`config.mk`:
```
export PLATFORM = sky130hd
export DESIGN_NAME = instr_sequencer
export DESIGN_NICKNAME = d
export VERILOG_FILES = /design/src/rtl/cpu_ctrl_pkg.sv /design/src/rtl/instr_decode.sv /design/src/rtl/instr_sequencer.sv
export SDC_FILE = /design/constraint.sdc
export NUM_CORES = 1
export LEC_CHECK = 0
export CORE_UTILIZATION = 38
export DETAILED_ROUTE_END_ITERATION = 6
export PLACE_DENSITY = 0.74
export SLEW_MARGIN = 10
export SYNTH_ARGS = -nofsm -noshare
export SYNTH_HDL_FRONTEND = slang
export SYNTH_HIERARCHICAL = 1
export SYNTH_SLANG_ARGS = --single-unit
```
`constraint.sdc`:
```
create_clock -name clk -period 2.1 [get_ports clk]
set_input_delay 0.42 -clock clk [delete_from_list [all_inputs] [get_ports clk]]
set_output_delay 0.42 -clock clk [all_outputs]
set_load 0.005 [all_outputs]
```
`src/rtl/cpu_ctrl_pkg.sv`:
```
// cpu_ctrl_pkg: opcodes, addressing modes, instruction field positions and sequencer states.
package cpu_ctrl_pkg;
  localparam logic [3:0] OP_NOP = 4'h0;
  localparam logic [3:0] OP_HALT = 4'hD;
  localparam logic [3:0] OP_STORE = 4'hE;
  localparam logic [3:0] OP_BRANCH = 4'hF;
  localparam logic [1:0] MODE_IMM = 2'b00;
  localparam logic [1:0] MODE_DIRECT = 2'b01;
  localparam int OP_LSB = 28;
  localparam int MODE_LSB = 26;
  localparam int DST_LSB = 21;
  localparam int SRC_LSB = 16;
  localparam int LIT_W = 16;
  typedef enum logic [2:0] {
    S_FETCH,
    S_DECODE,
    S_OPERAND,
    S_EXECUTE,
    S_WB,
    S_HALT
  } state_e;
  function automatic logic [31:0] sext_lit(input logic [LIT_W-1:0] lit);
    return {{(32-LIT_W){lit[LIT_W-1]}}, lit};
  endfunction
endpackage

```
`src/rtl/instr_decode.sv`:
```
// instr_decode: splits an instruction word into class flags and operand fields.
module instr_decode
  import cpu_ctrl_pkg::*;
(
  input  logic [31:0] ir,
  output logic        is_nop,
  output logic        is_halt,
  output logic        is_store,
  output logic        is_branch,
  output logic        is_direct,
  output logic [1:0]  mode,
  output logic [4:0]  src,
  output logic [4:0]  dst,
  output logic [31:0] lit
);
  logic [3:0] op;
  assign op = ir[OP_LSB+:4];
  assign mode = ir[MODE_LSB+:2];
  assign src = ir[SRC_LSB+:5];
  assign dst = ir[DST_LSB+:5];
  assign lit = sext_lit(ir[LIT_W-1:0]);
  assign is_nop = op == OP_NOP;
  assign is_halt = op == OP_HALT;
  assign is_store = op == OP_STORE;
  assign is_branch = op == OP_BRANCH;
  assign is_direct = mode == MODE_DIRECT;
endmodule

```
`src/rtl/instr_sequencer.sv`:
```
// instr_sequencer: multi-cycle fetch/decode/execute control FSM owning the PC and the shared memory port.
module instr_sequencer
  import cpu_ctrl_pkg::*;
#(
  parameter logic [31:0] RESET_PC = 32'h0000_0000,
  parameter logic [31:0] PC_STEP = 32'd1
) (
  input  logic        clk,
  input  logic        rst_n,
  output logic        mem_req,
  output logic        mem_we,
  output logic [31:0] mem_addr,
  input  logic        mem_ready,
  input  logic [31:0] mem_rdata,
  input  logic [31:0] alu_result,
  output logic [31:0] pc,
  output logic [31:0] ir,
  output logic [1:0]  mode,
  output logic [31:0] litsrc,
  output logic [4:0]  src,
  output logic [4:0]  dst,
  output logic        store,
  output logic        branch,
  output logic        operand_le,
  output logic        alu_en,
  output logic        gpr_we,
  output logic        halted
);
  state_e state_q, state_d;
  logic [31:0] pc_q, pc_d, ir_q, ir_d, litsrc_q, litsrc_d;
  logic [1:0] mode_q, mode_d;
  logic [4:0] src_q, src_d, dst_q, dst_d;
  logic store_q, store_d, branch_q, branch_d;
  logic is_nop, is_halt, is_store, is_branch, is_direct;
  logic [1:0] dec_mode;
  logic [4:0] dec_src, dec_dst;
  logic [31:0] dec_lit;
  instr_decode u_dec (
    .ir(ir_q),
    .is_nop(is_nop),
    .is_halt(is_halt),
    .is_store(is_store),
    .is_branch(is_branch),
    .is_direct(is_direct),
    .mode(dec_mode),
    .src(dec_src),
    .dst(dec_dst),
    .lit(dec_lit)
  );
  always_comb begin
    state_d = state_q;
    pc_d = pc_q;
    ir_d = ir_q;
    mode_d = mode_q;
    litsrc_d = litsrc_q;
    src_d = src_q;
    dst_d = dst_q;
    store_d = store_q;
    branch_d = branch_q;
    unique case (state_q)
      S_FETCH: begin
        ir_d = mem_ready ? mem_rdata : ir_q;
        state_d = mem_ready ? S_DECODE : S_FETCH;
      end
      S_DECODE: begin
        mode_d = dec_mode;
        litsrc_d = dec_lit;
        src_d = dec_src;
        dst_d = dec_dst;
        store_d = is_store;
        branch_d = is_branch;
        state_d = is_halt ? S_HALT : is_nop ? S_WB : is_direct ? S_OPERAND : S_EXECUTE;
      end
      S_OPERAND: state_d = mem_ready ? S_EXECUTE : S_OPERAND;
      S_EXECUTE: state_d = S_WB;
      S_WB: begin
        // a store lingers here until its write completes; everything else leaves at once
        if (!store_q || mem_ready) begin
          pc_d = branch_q ? alu_result : pc_q + PC_STEP;
          store_d = 1'b0;
          branch_d = 1'b0;
          state_d = S_FETCH;
        end
      end
      S_HALT: state_d = S_HALT;
      default: state_d = S_FETCH;
    endcase
  end
  always_ff @(posedge clk or negedge rst_n) begin
    if (!rst_n) begin
      state_q <= S_FETCH;
      pc_q <= RESET_PC;
      ir_q <= '0;
      mode_q <= '0;
      litsrc_q <= '0;
      src_q <= '0;
      dst_q <= '0;
      store_q <= 1'b0;
      branch_q <= 1'b0;
    end else begin
      state_q <= state_d;
      pc_q <= pc_d;
      ir_q <= ir_d;
      mode_q <= mode_d;
      litsrc_q <= litsrc_d;
      src_q <= src_d;
      dst_q <= dst_d;
      store_q <= store_d;
      branch_q <= branch_d;
    end
  end
  // reset state is FETCH, so the request is gated to drop the instant reset asserts
  assign mem_req = rst_n && (state_q == S_FETCH || state_q == S_OPERAND || (state_q == S_WB && store_q));
  assign mem_we = state_q == S_WB && store_q;
  assign mem_addr = state_q == S_FETCH ? pc_q : litsrc_q;
  assign operand_le = state_q == S_OPERAND && mem_ready;
  assign alu_en = state_q == S_EXECUTE;
  assign gpr_we = state_q == S_WB && !store_q && !branch_q && !is_nop;
  assign halted = state_q == S_HALT;
  assign pc = pc_q;
  assign ir = ir_q;
  assign mode = mode_q;
  assign litsrc = litsrc_q;
  assign src = src_q;
  assign dst = dst_q;
  assign store = store_q;
  assign branch = branch_q;
endmodule

```
==> flow_metrics.py, run 1 <==
metrics = {
    "detailed_routing": {
        "wl_um": 19300,
        "drcViolationCount": 0,
        "via_per_inst": 5.31,
        "drtIter0Drc": 434,
        "antenna_left": 0,
        "vias": 5293,
        "drtPass1Iterations": 5,
        "avgRoutedWirePerCell_um": 19.4,
    },
    "timing": {
        "hold_viol_final": 0,
        "fmax_mhz": 424,
        "worst_slack_ns": -0.258,
        "rsz0062_at_grt": "true",
        "setup_viol": 35,
        "period_minus_slack_ns": 2.36,
        "skew_ns": 0.00705,
        "period_share": 1.12,
        "worstMarginPinSlew_ns": 0.606,
        "maxSlewHeadroom": 0.596,
        "slew_violations": 0,
    },
    "floorplan": {
        "start_util": 0.391,
        "dieArea_um2": 16200,
        "boundaryPins": 215,
        "dieHeight_um": 127,
        "die_w_um": 127,
        "coreArea_um2": 15300,
        "core.rowCount": 45,
    },
    "synth": {
        "netlist_area_um2": 5970,
        "yosysUniqueCellTypes": 53,
        "synthFlopType": "dfrtp_1",
        "synth_largest_area_cell": "dfrtp_1",
        "synth.top_cells.by_area": "dfrtp_1 (47%), mux2_2 (20%), buf_4 (5.7%), a21oi_1 (2.4%), nand3_1 (2.0%)",
        "synth-seq-cells": 113,
        "ys_seq_area_frac": 0.474,
        "syn_nets": 616,
        "yosysWarningCount": 6,
        "yosysTopAreaCellShare": 0.474,
        "avgSynthCellArea_um2": 10.9,
        "async_reset_ff_frac": 1.00,
        "syn_inst": 548,
        "synth_edf_count": 0,
    },
    "worst_setup_path": {
        "critPathLaunchType": "flip-flop",
        "cp_num_buf_inv": 4,
        "cp-end-kind": "output pin",
        "cp.arrival_ns": 1.94,
        "cp.required_ns": 1.68,
        "path_max_fanout": 5,
        "critPathKind": "reg2out",
        "cp_slowest_stage_delay_ns": 0.42,
        "critPathTopFamily": "buffers and inverters",
        "critPathMostFrequentCell": "buf_6",
        "worst_path_max_delay_cell": "dfrtp_1",
        "crit_chain": "nor3_4 > buf_6 > buf_16 > buf_8 > mux2_4 > buf_6",
    },
    "place": {
        "globalplace.congestion": 0.860,
        "hpwl_um": 12300,
        "io_buffers": 214,
        "dpl_cell_area_um2": 8300,
        "placed_cells": 935,
    },
    "cts": {
        "clkLatencyLatePin_ns": 0.42,
        "cts.clk_slew.worst_paths_ns": 0.06,
        "cts_buffers": 17,
        "root_buffer": "clkbuf_16",
        "htree_levels": 4,
        "ctsLongestPathBuffers": 2,
        "cts_tree": "built",
        "cts_num_sinks": 113,
    },
    "cells_and_area": {
        "layout-drive-gt1-share": 0.358,
        "layout.cells.non_filler": 996,
        "finalInstanceArea_um2": 9550,
        "final_common_cell": "clkdlybuf4s50_1",
        "antenna_cells": 0,
        "final_cell_mix": "clkdlybuf4s50_1 (175), dfrtp_1 (112), mux2_2 (75), buf_6 (50), buf_4 (38)",
        "nets": 841,
        "area_growth_pct": 60.0,
    },
    "min_path": {
        "hold_class": "in2async",
    },
    "power_and_ir_drop": {
        "ir_drop_mv": 0.892,
        "p_leak_nw": 4.03,
        "powerDensity_nw_per_um2": 1660,
    },
    "global_routing": {
        "grtUsageTotal": 0.241,
        "antenna_found_initial": 0,
        "grt_pass1_vias": 5314,
        "grt_pass1_wl_um": 29500,
        "grt_start_max_net_pins": 114,
        "overflow": 0,
    },
    "flow_run": {
        "max-cap-violations": 0,
    },
    "status": {
        "status": "finished, violations left",
        "violations": "setup timing",
    },
}
## kinds of logic (layout without fill, tap and decap cells)
kind of cell	count (synthesis)	after routing	share of synthesized area
AND/OR/NAND/NOR	137	138	0.126
multiplexers	113	113	0.212
flip-flops	113	113	0.474
AO/OA/AOI/OAI	92	92	0.0969
buffers and inverters	92	328	0.0893
adder cells (fa/ha/maj)	1	1	0.00210
## per-layer routing
metal  vias to the layer above  global-route usage  share of wire
li1                       2391                   -              -
met1                      2603               0.294           0.40
met2                       258               0.398           0.50
met3                        41              0.0741          0.076
met4                         0              0.0952          0.022
met5                         -                   0              0
## metrics by stage
step / worst slack, ns / hold WS [ns] / util / power [mW] / setup TNS (ns)
after detailed placement: -0.0589 / 0.498 / 0.544 / 11.2 / -0.910
after floorplan: 0.116 / 0.124 / - / 7.56 / 0
final: -0.258 / 0.156 / 0.626 / 15.8 / -6.93
after global placement: 0.0000212 / 0.491 / 0.544 / 11.0 / 0
after CTS: -0.257 / 0.188 / 0.613 / 15.5 / -6.95
after global routing: -0.322 / 0.196 / 0.626 / 16.7 / -9.46
## sequential cells by signal, indices dropped and copies added (netlist names)
name,cells
litsrc,32
state_q,3
pc,32
ir,32
branch,1
store,1
dst,5
mode,2
src,5
## area by class of cell
class / instances / area (um2)
Clock inverter: 12 / 135
Inverter: 11 / 43.8
Clock buffer: 19 / 453
Tap cell: 211 / 264
Sequential cell: 113 / 2830
Fill cell: 1203 / 5710
Timing Repair Buffer: 286 / 2990
Multi-Input combinational cell: 344 / 2840
## timing repair
item                                    4_1_cts  5_1_grt
endpoints found under the setup margin       39       51
hold buffers                                  0        0
setup buffers                                19        7
endpoints found under the hold margin         0        0
pin swaps                                     2        6
cloned                                        4        2
gates resized for setup                     212       57
## synthesized netlist by cell type, types with 2 or more instances
cell,instances
a31o_2,3
buf_4,45
a41oi_1,2
buf_2,14
nand2_1,22
mux2i_1,5
buf_1,3
nor3_1,16
a21oi_1,29
and4_1,5
o31ai_1,2
nor2_1,24
nor4_1,5
a311oi_1,3
dfrtp_1,113
o21ai_0,23
a2bb2oi_1,4
a21o_1,2
nor2b_1,6
o22ai_1,7
a211oi_1,3
a31oi_1,2
mux2_2,107
and3_1,9
clkbuf_1,18
a22oi_1,2
o22a_1,3
nand3_1,24
or3_1,6
nand4_1,7
a41o_1,2
inv_1,10
and4b_2,2
## worst paths after layout
kind	startpoint	end	slack (ns)	cells past startpoint
max in group asynchronous	rst_n	branch	1.46	2
min in group clk	dst[4]	dst[4]	0.50	1
worst min-delay path	rst_n	ir[8]	0.16	2
worst max register to register	state_q[2]	pc[22]	0	9
worst min register to register	dst[4]	dst[4]	0.50	1
worst max-delay path	state_q[1]	mem_addr[4]	-0.26	6
## power breakdown
| part | switching, mW | internal, mW |
|---|---|---|
| clock | 1.07 | 1.80 |
| combinational | 3.18 | 5.73 |
| sequential | 0.880 | 3.19 |
| total | 5.13 | 10.7 |
Power figures use the tool's default switching activity.
==> inputs of run 2 (changes only) <==
--- a/config.mk
+++ b/config.mk
@@ -8,7 +8,6 @@
 export CORE_UTILIZATION = 38
 export DETAILED_ROUTE_END_ITERATION = 6
 export PLACE_DENSITY = 0.74
-export SLEW_MARGIN = 10
 export SYNTH_ARGS = -nofsm -noshare
 export SYNTH_HDL_FRONTEND = slang
 export SYNTH_HIERARCHICAL = 1
==> results of run 2 <==
Final layout, timing and power as in run 1 (identical DEF).
==> inputs of run 3 (changes only) <==
--- a/config.mk
+++ b/config.mk
@@ -5,9 +5,11 @@
 export SDC_FILE = /design/constraint.sdc
 export NUM_CORES = 1
 export LEC_CHECK = 0
-export CORE_UTILIZATION = 38
+export CELL_PAD_IN_SITES_DETAIL_PLACEMENT = 1
+export CELL_PAD_IN_SITES_GLOBAL_PLACEMENT = 1
+export CORE_UTILIZATION = 35
 export DETAILED_ROUTE_END_ITERATION = 6
-export PLACE_DENSITY = 0.74
+export PLACE_DENSITY = 0.86
 export SYNTH_ARGS = -nofsm -noshare
 export SYNTH_HDL_FRONTEND = slang
 export SYNTH_HIERARCHICAL = 1
==> flow_metrics.py, run 3 (synthesis results as in run 1) <==
metrics = {
    "status": {
        "status": "finished, violations left",
        "violations": "setup timing",
    },
    "detailed_routing": {
        "vias": 5465,
        "met3_length_um": 1270,
        "antenna_left": 0,
        "drtIter0Drc": 343,
        "wl_um": 24300,
        "drtPass1Iterations": 4,
        "met1Wirelength_um": 9210,
        "met2_length_um": 13000,
        "drcViolationCount": 0,
        "highest_layer": "met4",
        "via_per_inst": 5.46,
        "avgRoutedWirePerCell_um": 24.3,
    },
    "worst_setup_path": {
        "worstRegToRegCells": 9,
        "critPathKind": "reg2out",
        "cp.arrival_ns": 1.98,
        "path_max_fanout": 5,
        "critPathLaunchType": "flip-flop",
        "cp.required_ns": 1.68,
        "cp-end-kind": "output pin",
    },
    "floorplan": {
        "die_w_um": 133,
        "dieHeight_um": 133,
        "start_util": 0.359,
        "dieArea_um2": 17600,
        "boundaryPins": 215,
        "core.rowCount": 47,
        "coreArea_um2": 16600,
    },
    "timing": {
        "worst_slack_ns": -0.301,
        "slew_violations": 0,
        "hold_viol_final": 0,
        "skew_ns": 0.0157,
        "maxSlewHeadroom": 0.580,
        "period_minus_slack_ns": 2.40,
        "fmax_mhz": 417,
        "setup_viol": 42,
        "period_share": 1.14,
        "rsz0062_at_grt": "true",
        "worstMarginPinSlew_ns": 0.630,
        "timing.setup.tns_ns": -7.16,
    },
    "cells_and_area": {
        "final_common_cell": "clkdlybuf4s50_1",
        "area_growth_pct": 60.6,
        "post-route-util": 0.576,
        "layout.cells.non_filler": 1001,
        "nets": 836,
        "final_cell_mix": "clkdlybuf4s50_1 (175), dfrtp_1 (112), mux2_2 (78), buf_6 (49), buf_4 (32)",
        "fillers": 1684,
        "multi_input_area_um2": 2890,
        "seq_area_um2": 2830,
        "antenna_cells": 0,
        "layout-drive-gt1-share": 0.355,
    },
    "global_routing": {
        "antenna_found_initial": 0,
        "grtUsageTotal": 0.280,
        "grt_start_max_net_pins": 114,
        "overflow": 0,
        "grt_pass1_wl_um": 37400,
        "grt_pass1_vias": 6274,
    },
    "cts": {
        "cts_hold_buf": 0,
        "cts_num_sinks": 113,
        "cts.clk_slew.worst_paths_ns": 0.06,
        "clkLatencyLatePin_ns": 0.42,
        "cts_tree": "built",
        "cts_buffers": 17,
        "htree_levels": 4,
        "ctsLongestPathBuffers": 2,
        "root_buffer": "clkbuf_16",
    },
    "power_and_ir_drop": {
        "powerDensity_nw_per_um2": 1710,
        "fin_total_pwr_mw": 16.4,
        "ir_drop_mv": 0.853,
        "p_leak_nw": 4.01,
    },
    "place": {
        "io_buffers": 214,
        "placed_cells": 942,
        "hpwl_um": 14700,
        "globalplace.congestion": 0.811,
        "dp_worst_setup_slack_ns": -0.0965,
    },
    "flow_run": {
        "max-cap-violations": 0,
    },
    "min_path": {
        "hold_class": "in2async",
    },
}
==> run 3: cell count changes in the layout (fill, tap and decap cells not counted), sizes merged <==
cell / before / now
buf: 105 / 101
clkinvlp: 7 / 3
clkinv: 3 / 6
bufinv: 2 / 3
clkdlybuf4s15: 0 / 1
or2: 2 / 1
==> run 3: what timing repair did <==
action	CTS	global route
setup buffers	20	6
cloned	2	1
resized for setup	221	46
pin swaps	1	8
endpoints found under the setup margin	39	53
==> run 3: path summary, 6_finish.rpt <==
kind                                 start           end  slack [ns]
worst max-delay path            state_q[1]  mem_addr[19]       -0.30
worst min-delay path                 rst_n    state_q[2]        0.15
worst max register to register  state_q[2]        pc[21]       -0.11
worst min register to register      dst[0]        dst[0]        0.52
max in group asynchronous            rst_n        pc[23]        1.48
min in group clk                    dst[0]        dst[0]        0.52
==> run 3: per-stage QoR <==
| step | cell area [um2] | hold WS, ns |
|---|---|---|
| global route | 9580 | 0.196 |
| global placement | 8310 | 0.490 |
| CTS | 9380 | 0.180 |
| detailed placement | 8310 | 0.510 |
| floorplan | 5970 | 0.124 |
| finish | 9580 | 0.152 |
==> run 3: worst max-delay path: stages, from the launching register on <==
cell	delay (ns)
dfrtp_1	0.42
nor3_4	0.24
buf_6	0.15
buf_12	0.11
buf_12	0.13
buf_6	0.10
mux2_4	0.30
buf_6	0.12
==> run 3: layer usage <==
layer / GRT usage / vias up
met5: 0 / -
met4: 0.132 / 0
met3: 0.0636 / 58
met2: 0.504 / 225
met1: 0.313 / 2797
li1: - / 2385
==> run 3: area by class of cell <==
class	instances	share of cell area
Clock buffer	20	0.0477
Clock inverter	12	0.0165
Inverter	11	0.00431
Multi-Input combinational cell	343	0.302
Sequential cell	113	0.295
Tap cell	220	0.0287
Timing Repair Buffer	282	0.306
==> run 3: report_power, final <==
group          leakage [nW]  internal [mW]  switching (mW)
clock network         0.293           1.93            1.12
registers              1.35           3.19            1.05
logic                  2.37           5.61            3.48
